--- src/rtl/fifo_pkg.sv ---
// Shared defaults for the synchronous FIFO: entry width, pointer width,
// derived depth, and an encoding of the per-edge push/pop request pair.
package fifo_pkg;

    localparam int FIFO_DATA_WIDTH = 8;
    localparam int FIFO_ADDR_WIDTH = 4;
    localparam int FIFO_DEPTH      = 1 << FIFO_ADDR_WIDTH;

    // {wr, rd} as seen on a clock edge
    typedef enum logic [1:0] {
        OP_IDLE = 2'b00,
        OP_POP  = 2'b01,
        OP_PUSH = 2'b10,
        OP_BOTH = 2'b11
    } fifo_op_e;

endpackage

--- src/rtl/fifo_ctrl.sv ---
// Pointer and flag control for the synchronous FIFO. Owns the read/write
// pointers and the registered full/empty flags; the storage lives in the top.
module fifo_ctrl
    import fifo_pkg::*;
#(
    parameter int ADDR_WIDTH = FIFO_ADDR_WIDTH
) (
    input  logic                  clk,
    input  logic                  rst,
    input  logic                  wr,
    input  logic                  rd,
    output logic                  wr_en,
    output logic [ADDR_WIDTH-1:0] wr_addr,
    output logic [ADDR_WIDTH-1:0] rd_addr,
    output logic                  full,
    output logic                  empty
);

    logic [ADDR_WIDTH-1:0] wr_ptr_reg;
    logic [ADDR_WIDTH-1:0] rd_ptr_reg;
    logic                  full_reg;
    logic                  empty_reg;
    logic [ADDR_WIDTH-1:0] wr_ptr_next;
    logic [ADDR_WIDTH-1:0] rd_ptr_next;
    fifo_op_e              op;

    // Pointers wrap naturally because they are exactly ADDR_WIDTH bits wide.
    assign wr_ptr_next = wr_ptr_reg + ADDR_WIDTH'(1);
    assign rd_ptr_next = rd_ptr_reg + ADDR_WIDTH'(1);
    assign op          = fifo_op_e'({wr, rd});

    // A write into storage happens exactly when a push is accepted; when full
    // a simultaneous push/pop degrades to a pop, so the new data is not stored.
    assign wr_en   = wr & ~full_reg;
    assign wr_addr = wr_ptr_reg;
    assign rd_addr = rd_ptr_reg;
    assign full    = full_reg;
    assign empty   = empty_reg;

    // Advance pointers and update flags on the edge that accepts push/pop.
    always_ff @(posedge clk) begin
        if (!rst) begin
            wr_ptr_reg <= '0;
            rd_ptr_reg <= '0;
            full_reg   <= 1'b0;
            empty_reg  <= 1'b1;
        end else begin
            case (op)
                OP_PUSH: begin
                    if (!full_reg) begin
                        wr_ptr_reg <= wr_ptr_next;
                        empty_reg  <= 1'b0;
                        full_reg   <= (wr_ptr_next == rd_ptr_reg);
                    end
                end
                OP_POP: begin
                    if (!empty_reg) begin
                        rd_ptr_reg <= rd_ptr_next;
                        full_reg   <= 1'b0;
                        empty_reg  <= (rd_ptr_next == wr_ptr_reg);
                    end
                end
                OP_BOTH: begin
                    if (empty_reg) begin
                        // Nothing to pop yet: behaves as a push.
                        wr_ptr_reg <= wr_ptr_next;
                        empty_reg  <= 1'b0;
                    end else if (full_reg) begin
                        // No room for the push: behaves as a pop.
                        rd_ptr_reg <= rd_ptr_next;
                        full_reg   <= 1'b0;
                    end else begin
                        // Occupancy unchanged, so the flags hold.
                        wr_ptr_reg <= wr_ptr_next;
                        rd_ptr_reg <= rd_ptr_next;
                    end
                end
                default: begin
                end
            endcase
        end
    end

endmodule

--- src/rtl/sync_fifo.sv ---
// Single-clock first-word-fall-through FIFO. The head entry is always
// presented combinationally on r_Data; it is meaningful only while empty = 0.
module sync_fifo
    import fifo_pkg::*;
#(
    parameter int DATA_WIDTH = FIFO_DATA_WIDTH,
    parameter int ADDR_WIDTH = FIFO_ADDR_WIDTH
) (
    input  logic                  clk,
    input  logic                  rst,
    input  logic                  wr,
    input  logic                  rd,
    input  logic [DATA_WIDTH-1:0] w_Data,
    output logic                  full,
    output logic                  empty,
    output logic [DATA_WIDTH-1:0] r_Data
);

    localparam int DEPTH = 1 << ADDR_WIDTH;

    logic                  wr_en;
    logic [ADDR_WIDTH-1:0] wr_addr;
    logic [ADDR_WIDTH-1:0] rd_addr;

    // Storage is deliberately not reset; stale entries are unreachable
    // while empty is set.
    logic [DATA_WIDTH-1:0] mem [DEPTH];

    fifo_ctrl #(
        .ADDR_WIDTH (ADDR_WIDTH)
    ) u_ctrl (
        .clk     (clk),
        .rst     (rst),
        .wr      (wr),
        .rd      (rd),
        .wr_en   (wr_en),
        .wr_addr (wr_addr),
        .rd_addr (rd_addr),
        .full    (full),
        .empty   (empty)
    );

    // Store the incoming byte at the tail when a push is accepted.
    always_ff @(posedge clk) begin
        if (wr_en) begin
            mem[wr_addr] <= w_Data;
        end
    end

    // Fall-through read: the head slot is visible without a pop strobe.
    assign r_Data = mem[rd_addr];

endmodule

--- config.mk ---
export PLATFORM = sky130hd
export DESIGN_NAME = sync_fifo
export DESIGN_NICKNAME = d
export VERILOG_FILES = /design/src/rtl/fifo_pkg.sv /design/src/rtl/fifo_ctrl.sv /design/src/rtl/sync_fifo.sv
export SDC_FILE = /design/constraint.sdc
export NUM_CORES = 1
export LEC_CHECK = 0
export BUFFER_PORTS_ARGS = -buffer_cell sky130_fd_sc_hd__buf_2
export CAP_MARGIN = 10
export CORE_MARGIN = 2
export CORE_UTILIZATION = 60
export CTS_CLUSTER_DIAMETER = 120
export DETAILED_ROUTE_END_ITERATION = 8
export PLACE_DENSITY = 0.78
export SLEW_MARGIN = 20
export SYNTH_ARGS = -nofsm -noshare
export SYNTH_HDL_FRONTEND = slang
export SYNTH_SLANG_ARGS = --single-unit
--- constraint.sdc ---
create_clock -name clk -period 2.3 [get_ports clk]
set_input_delay 0.46 -clock clk [delete_from_list [all_inputs] [get_ports clk]]
set_output_delay 0.46 -clock clk [all_outputs]
set_load 0.01 [all_outputs]
* Yosys cells after proc, flatten, opt, wreduce, memory -nomap -nowiden
Memories as Yosys holds them, arrays and structs flattened. A register that Yosys moved wholly into a read port is not among the register bits.
Index checks and enable logic that the tools add are counted.
** Cells by class
- Add/subtract/negate cells :: 2
- Equal/unequal tests :: 7
- Mux-type cells :: 13
- Bitwise gates (word level) :: 3
- Reductions and logical operators :: 7
** Operator list (count)
- 4-bit two-way mux :: 4
- 4-bit by 1-bit adder with 4-bit output (second input constant) :: 2
- 4-bit == test :: 2
- 4-bit one-hot mux with 2 select lines :: 1
- 1-bit two-way mux :: 6
- 2-bit AND reduction :: 3
- 2-bit == test (second input constant) :: 2
- 2-bit inequality test (second input constant) :: 2
- 2-bit nonzero test :: 2
- 1-bit one-hot mux with 3 select lines :: 1
- 3-bit nonzero test :: 1
- 2-bit by 1-bit == test with 1-bit output (second input constant) :: 1
- 1-bit NOT :: 2
- 1-bit one-hot mux with 2 select lines :: 1
- 2-bit OR reduction :: 1
- 1-bit AND :: 1
** Word-level totals
- Register bits after elaboration :: 10
- Memory bits (writable) :: 128
- Input bits :: 12
- Output and inout port bits :: 10
- Logic and storage cells :: 37
- Memories :: 1
** Memory list
- mem :: depth 16, bits a word 8, read ports 1, clocked after memory_dff 1, write ports 1, RTL line sync_fifo.sv:27 : logic [DATA_WIDTH-1:0] mem [DEPTH];

* Longest topological paths before layout
- Word-level depth :: 5
- Depth in mapped cells :: 5
- Mapped depth without buffers :: 5

* Modules after synthesis
A second synthesis with hierarchy kept.
** Second synthesis, totals
- Cells, all modules :: 282
- Area, all modules :: 5549.1 um^2
** By module, submodules not included
- sync_fifo :: instances 1, cells each 221, area each 4987.3 um^2, seq. area each 3843.7 um^2
- fifo_ctrl :: instances 1, cells each 61, area each 561.8 um^2, seq. area each 200.2 um^2

* Worst setup path before layout
Ideal clock, no wire load.
- Path type :: input to register
- From :: input wr
- To :: memory mem[0][0] (netlist bit), enable pin
- Setup time :: 0.395 ns
- Arrival time :: 1.504 ns
- Data required time :: 1.905 ns
- Path slack :: 0.401 ns
- Stages :: 3
- Path buffers :: 1
- Path through :: clkbuf_2 -> nand2_1 -> nor4_1
** Between the ends
- Longest elaborated chain between the ends :: 3
** Ends and longest elaborated chain
- start, declared :: RTL line sync_fifo.sv:11 : input logic wr,
- 1-bit AND :: RTL line fifo_ctrl.sv:34 : assign wr_en = wr & ~full_reg;
- 1-bit two-way mux :: RTL line sync_fifo.sv:45 : if (wr_en) begin
- 1-bit two-way mux (implied by the code) :: RTL line sync_fifo.sv:46 : mem[wr_addr] <= w_Data;
- end, declared :: RTL line sync_fifo.sv:27
No other way between the ends.

==> qor.log <==
qor: yosys.syn_area_per_cell 19.14 µm²
qor: place.placement.io_buffers 21
qor: place.post_dp_cell_area 6015 µm²
qor: cells_and_area.drive_above_1_share 0.3260
qor: global_routing.first_global_vias 3,088
qor: timing.report.final.setup_viol 8
qor: detailed_routing.finalWirelength 12.33 mm
qor: die.floorplan.die_area 10,270 µm²
qor: timing.timing_hold_violations_final 0
qor: critical_path.cp-start-kind flop
qor: cells_and_area.final_cell_count_without_fillers 473
qor: flow_run.maxCapViolations 0
qor: yosys.share_of_synthesized_area_occupied_by_flip_flops_and_latches 0.7255
qor: worst_hold_path.timing.hold.worst.start rst
qor: yosys.synth_cell_type_count 36
qor: place.hpwl 6.941 mm
qor: cts.clock_tree.htree_level_count 4
qor: run_status.outcome complete, but fails checks
qor: cts.cts_buffers 17
qor: critical_path.cp_num_cells 5
qor: yosys.ys.warnings.count 0
qor: global_routing.grt_antenna_before_repair 0
qor: timing.timing.max_slew.rel_slack 0.6547
qor: yosys.ys_dominant_reg_cell sky130_fd_sc_hd__edfxtp_1
qor: detailed_routing.detailroute.via_count 3,018
qor: critical_path.critical_path_s_top_delay_family multiplexers
qor: critical_path.r2r-start u_ctrl.wr_addr[0]$_SDFFE_PN0P_
qor: timing.max_slew.worst_pin.slew 516.8 ps
qor: timing.whs 191.5 ps
qor: detailed_routing.ant_nets 0
qor: power.power.leakage 2.241 nW
qor: die.die_x 101.3 µm
qor: place.dp_cells 436
qor: critical_path.setup.reg_to_reg.worst_slack 740 ps
qor: yosys.syn-cell-area 5684 µm²
qor: detailed_routing.drt_first_iter_violations 411
qor: yosys.synth_top_area_share 0.6762
qor: critical_path.regToRegEndpoint mem[7][3]$_DFFE_PP_
qor: cells_and_area.stdcell_area 6749 µm²
qor: die.floorplan.initialDensity 0.6181
qor: cells_and_area.n_antenna_cell 0
qor: power.internal-power 4.789 mW
qor: detailed_routing.routed_wire_length_per_instance 26.06 µm
qor: die.floorplan.rows 35
qor: worst_hold_path.hold_path_depth 2
qor: power.design_power_total 6.058 mW
qor: power.power.ir.vdd_worst 0.5256 mV
qor: cells_and_area.final_core_util 0.7339
qor: detailed_routing.remaining_drc_errors 0
qor: timing.post-route-min-period 2600 ps
qor: yosys.yosys-top-cells-area sky130_fd_sc_hd__edfxtp_1 (68%), sky130_fd_sc_hd__mux4_2 (7.1%), sky130_fd_sc_hd__mux4_1 (6.5%), sky130_fd_sc_hd__dfxtp_1 (4.9%), sky130_fd_sc_hd__a22oi_1 (2.1%)
qor: critical_path.critPathArrivalTime 2140 ps
qor: yosys.synthArstFlopShare 0
qor: cts.clockBufferDepth 2
qor: detailed_routing.post_drt_via_cell_ratio 6.381
qor: run_status.violations setup timing
qor: cts.clock-sinks 142
qor: yosys.synth_fp_nets 314
qor: yosys.synth-edff-count 128
qor: cts.clock_latency 520 ps
qor: cells_and_area.p_r_area_growth_vs_syn 18.73%
qor: timing.finalClockSkew 6.901 ps
qor: timing.fin_crit_sh 1.131
qor: power.seq_power_share 0.474
qor: place.routabilityCongestion 0.7931
qor: power.share_comb_of_total_power 0.060
qor: cells_and_area.largest_register_ffs 128
qor: critical_path.r2r_cells 4
qor: timing.unrepaired_setup_endpoints_after_global_routing yes
qor: power.p_clk_frac 0.466
qor: die.die_height 101.3 µm
qor: timing.fmax 384.6 MHz
qor: critical_path.worst_setup_path_end_kind output pin
qor: cts.cts_hold_buf 0
qor: yosys.yosys_reg_bits 142
qor: critical_path.cp_num_buf_inv 2
qor: timing.setup_slack -300.3 ps
qor: critical_path.timing.critical_path.required 1840 ps
qor: critical_path.timing.critical_path.cells buf_12, mux4_1, a22oi_1, nand2_1, buf_2
qor: timing.tns -2119 ps
qor: power.power.switching_fraction 0.2095
qor: global_routing.grt_max_degree 33
qor: global_routing.track_usage 0.2666
qor: worst_hold_path.hold_path_end u_ctrl.empty$_SDFFE_PN1P_
qor: cells_and_area.fin_nets 366
qor: detailed_routing.drt_pre_antenna_iters 5
qor: cells_and_area.registers.top_by_ff_count mem
qor: die.io_pins 22
qor: cts.clock_tree.root_cell sky130_fd_sc_hd__clkbuf_8
qor: yosys.netlist.top_cell.by_area sky130_fd_sc_hd__edfxtp_1
qor: critical_path.classification_of_the_worst_setup_path flop to output pin
qor: worst_hold_path.worstHoldPathType primary input to flop
qor: timing.drv_slew 0
qor: critical_path.crit_fanout 9
qor: global_routing.grt_overflow_total 0
qor: cts.tritoncts done
qor: place.placement.setup.worst_slack 34.02 ps
qor: power.netSwitchingPower 1.269 mW
qor: cts.worst_setup_hold_path_clk_slew 60 ps
qor: critical_path.timing.critical_path.slowest_stage_cell sky130_fd_sc_hd__mux4_1
qor: die.floorplan.core_area 9196 µm²
qor: power.power_density 897.6 nW/µm²
qor: yosys.syn-instance-count 297
qor: global_routing.first_pass_grt_wire_length 18.76 mm
qor: critical_path.critPathMaxStageDelay 560 ps
## layout by cell type (no fill, tap or decap), types with 2 or more instances in the layout
master,count
sky130_fd_sc_hd__inv_1,4
sky130_fd_sc_hd__xnor2_1,6
sky130_fd_sc_hd__inv_6,2
sky130_fd_sc_hd__clkbuf_1,2
sky130_fd_sc_hd__a22oi_1,4
sky130_fd_sc_hd__mux4_2,27
sky130_fd_sc_hd__nand2b_1,2
sky130_fd_sc_hd__buf_4,20
sky130_fd_sc_hd__nor2b_1,3
sky130_fd_sc_hd__or3_1,3
sky130_fd_sc_hd__clkinv_4,3
sky130_fd_sc_hd__buf_12,5
sky130_fd_sc_hd__edfxtp_1,128
sky130_fd_sc_hd__o31ai_1,3
sky130_fd_sc_hd__or4_1,2
sky130_fd_sc_hd__bufinv_16,4
sky130_fd_sc_hd__mux4_1,5
sky130_fd_sc_hd__o21ai_0,4
sky130_fd_sc_hd__clkbuf_16,16
sky130_fd_sc_hd__buf_2,21
sky130_fd_sc_hd__a21oi_1,5
sky130_fd_sc_hd__clkinvlp_4,2
sky130_fd_sc_hd__nand2_1,14
sky130_fd_sc_hd__nand3_1,4
sky130_fd_sc_hd__nand4_1,2
sky130_fd_sc_hd__ha_1,5
sky130_fd_sc_hd__nand3b_1,3
sky130_fd_sc_hd__dfxtp_1,13
sky130_fd_sc_hd__nor3_1,5
sky130_fd_sc_hd__xor2_1,4
sky130_fd_sc_hd__clkinv_2,2
sky130_fd_sc_hd__a22oi_2,12
sky130_fd_sc_hd__nor2_1,16
## power by group through the flow
stage | Combinational, mW | Sequential [mW] | Clock, mW
after floorplan | 0.196 | 2.92 | 0
after global placement | 0.298 | 2.92 | 0
after detailed placement | 0.309 | 2.92 | 0
after CTS | 0.362 | 2.87 | 2.82
after global routing | 0.389 | 2.87 | 2.95
final | 0.363 | 2.87 | 2.82
## cells in the mapped netlist, types with 5 or more instances
| master | n |
|---|---|
| sky130_fd_sc_hd__edfxtp_1 | 128 |
| sky130_fd_sc_hd__dfxtp_1 | 14 |
| sky130_fd_sc_hd__mux4_2 | 18 |
| sky130_fd_sc_hd__nor2_1 | 16 |
| sky130_fd_sc_hd__ha_1 | 5 |
| sky130_fd_sc_hd__a21oi_1 | 5 |
| sky130_fd_sc_hd__nand2_1 | 14 |
| sky130_fd_sc_hd__xnor2_1 | 6 |
| sky130_fd_sc_hd__mux4_1 | 14 |
| sky130_fd_sc_hd__nor3_1 | 5 |
| sky130_fd_sc_hd__a22oi_1 | 16 |
## layout make-up
class                   count  area, µm²
well taps                 111      138.9
inverters                   5      18.77
clock inverters            13      188.9
clock buffers              19      421.7
flip-flops and latches    142       4128
multi-input cells         136       1470
repair buffers             47      382.9
fillers                   526       2447
## cells by family (layout without fill, tap and decap cells)
family	count (synthesis)	after routing	share of synthesized area
compound gates	30	30	0.03588
xor+xnor	11	11	0.01937
fa+ha+maj	5	5	0.01101
buf+inv	19	84	0.02157
flops	142	142	0.7255
mux	33	33	0.1378
simple gates	57	57	0.04887
## worst max path at each step
stage                     start                  end  slack [ps]
after floorplan              wr  mem[0][0]$_DFFE_PP_         400
after global placement     flop            r_Data[0]         110
after detailed placement   flop            r_Data[0]          30
after CTS                  flop            r_Data[7]        -320
after global routing       flop            r_Data[0]        -370
final                      flop            r_Data[1]        -300
## per-layer routing
| layer | part of all wire | routed length, µm | GRT usage |
|---|---|---|---|
| met5 | 0 | 0 | 0 |
| met1 | 0.40 | 4896 | 0.3602 |
| met4 | 0.025 | 314 | 0.09875 |
| met3 | 0.072 | 891 | 0.07315 |
| met2 | 0.50 | 6224 | 0.4228 |
## repair_timing
action,4_1_cts,5_1_grt
buffers inserted,3,1
pin swaps,9,3
setup endpoints to repair,8,8
gates resized for setup,18,9
gates cloned,2,0
No activity file was read; power rests on OpenSTA's default activity.
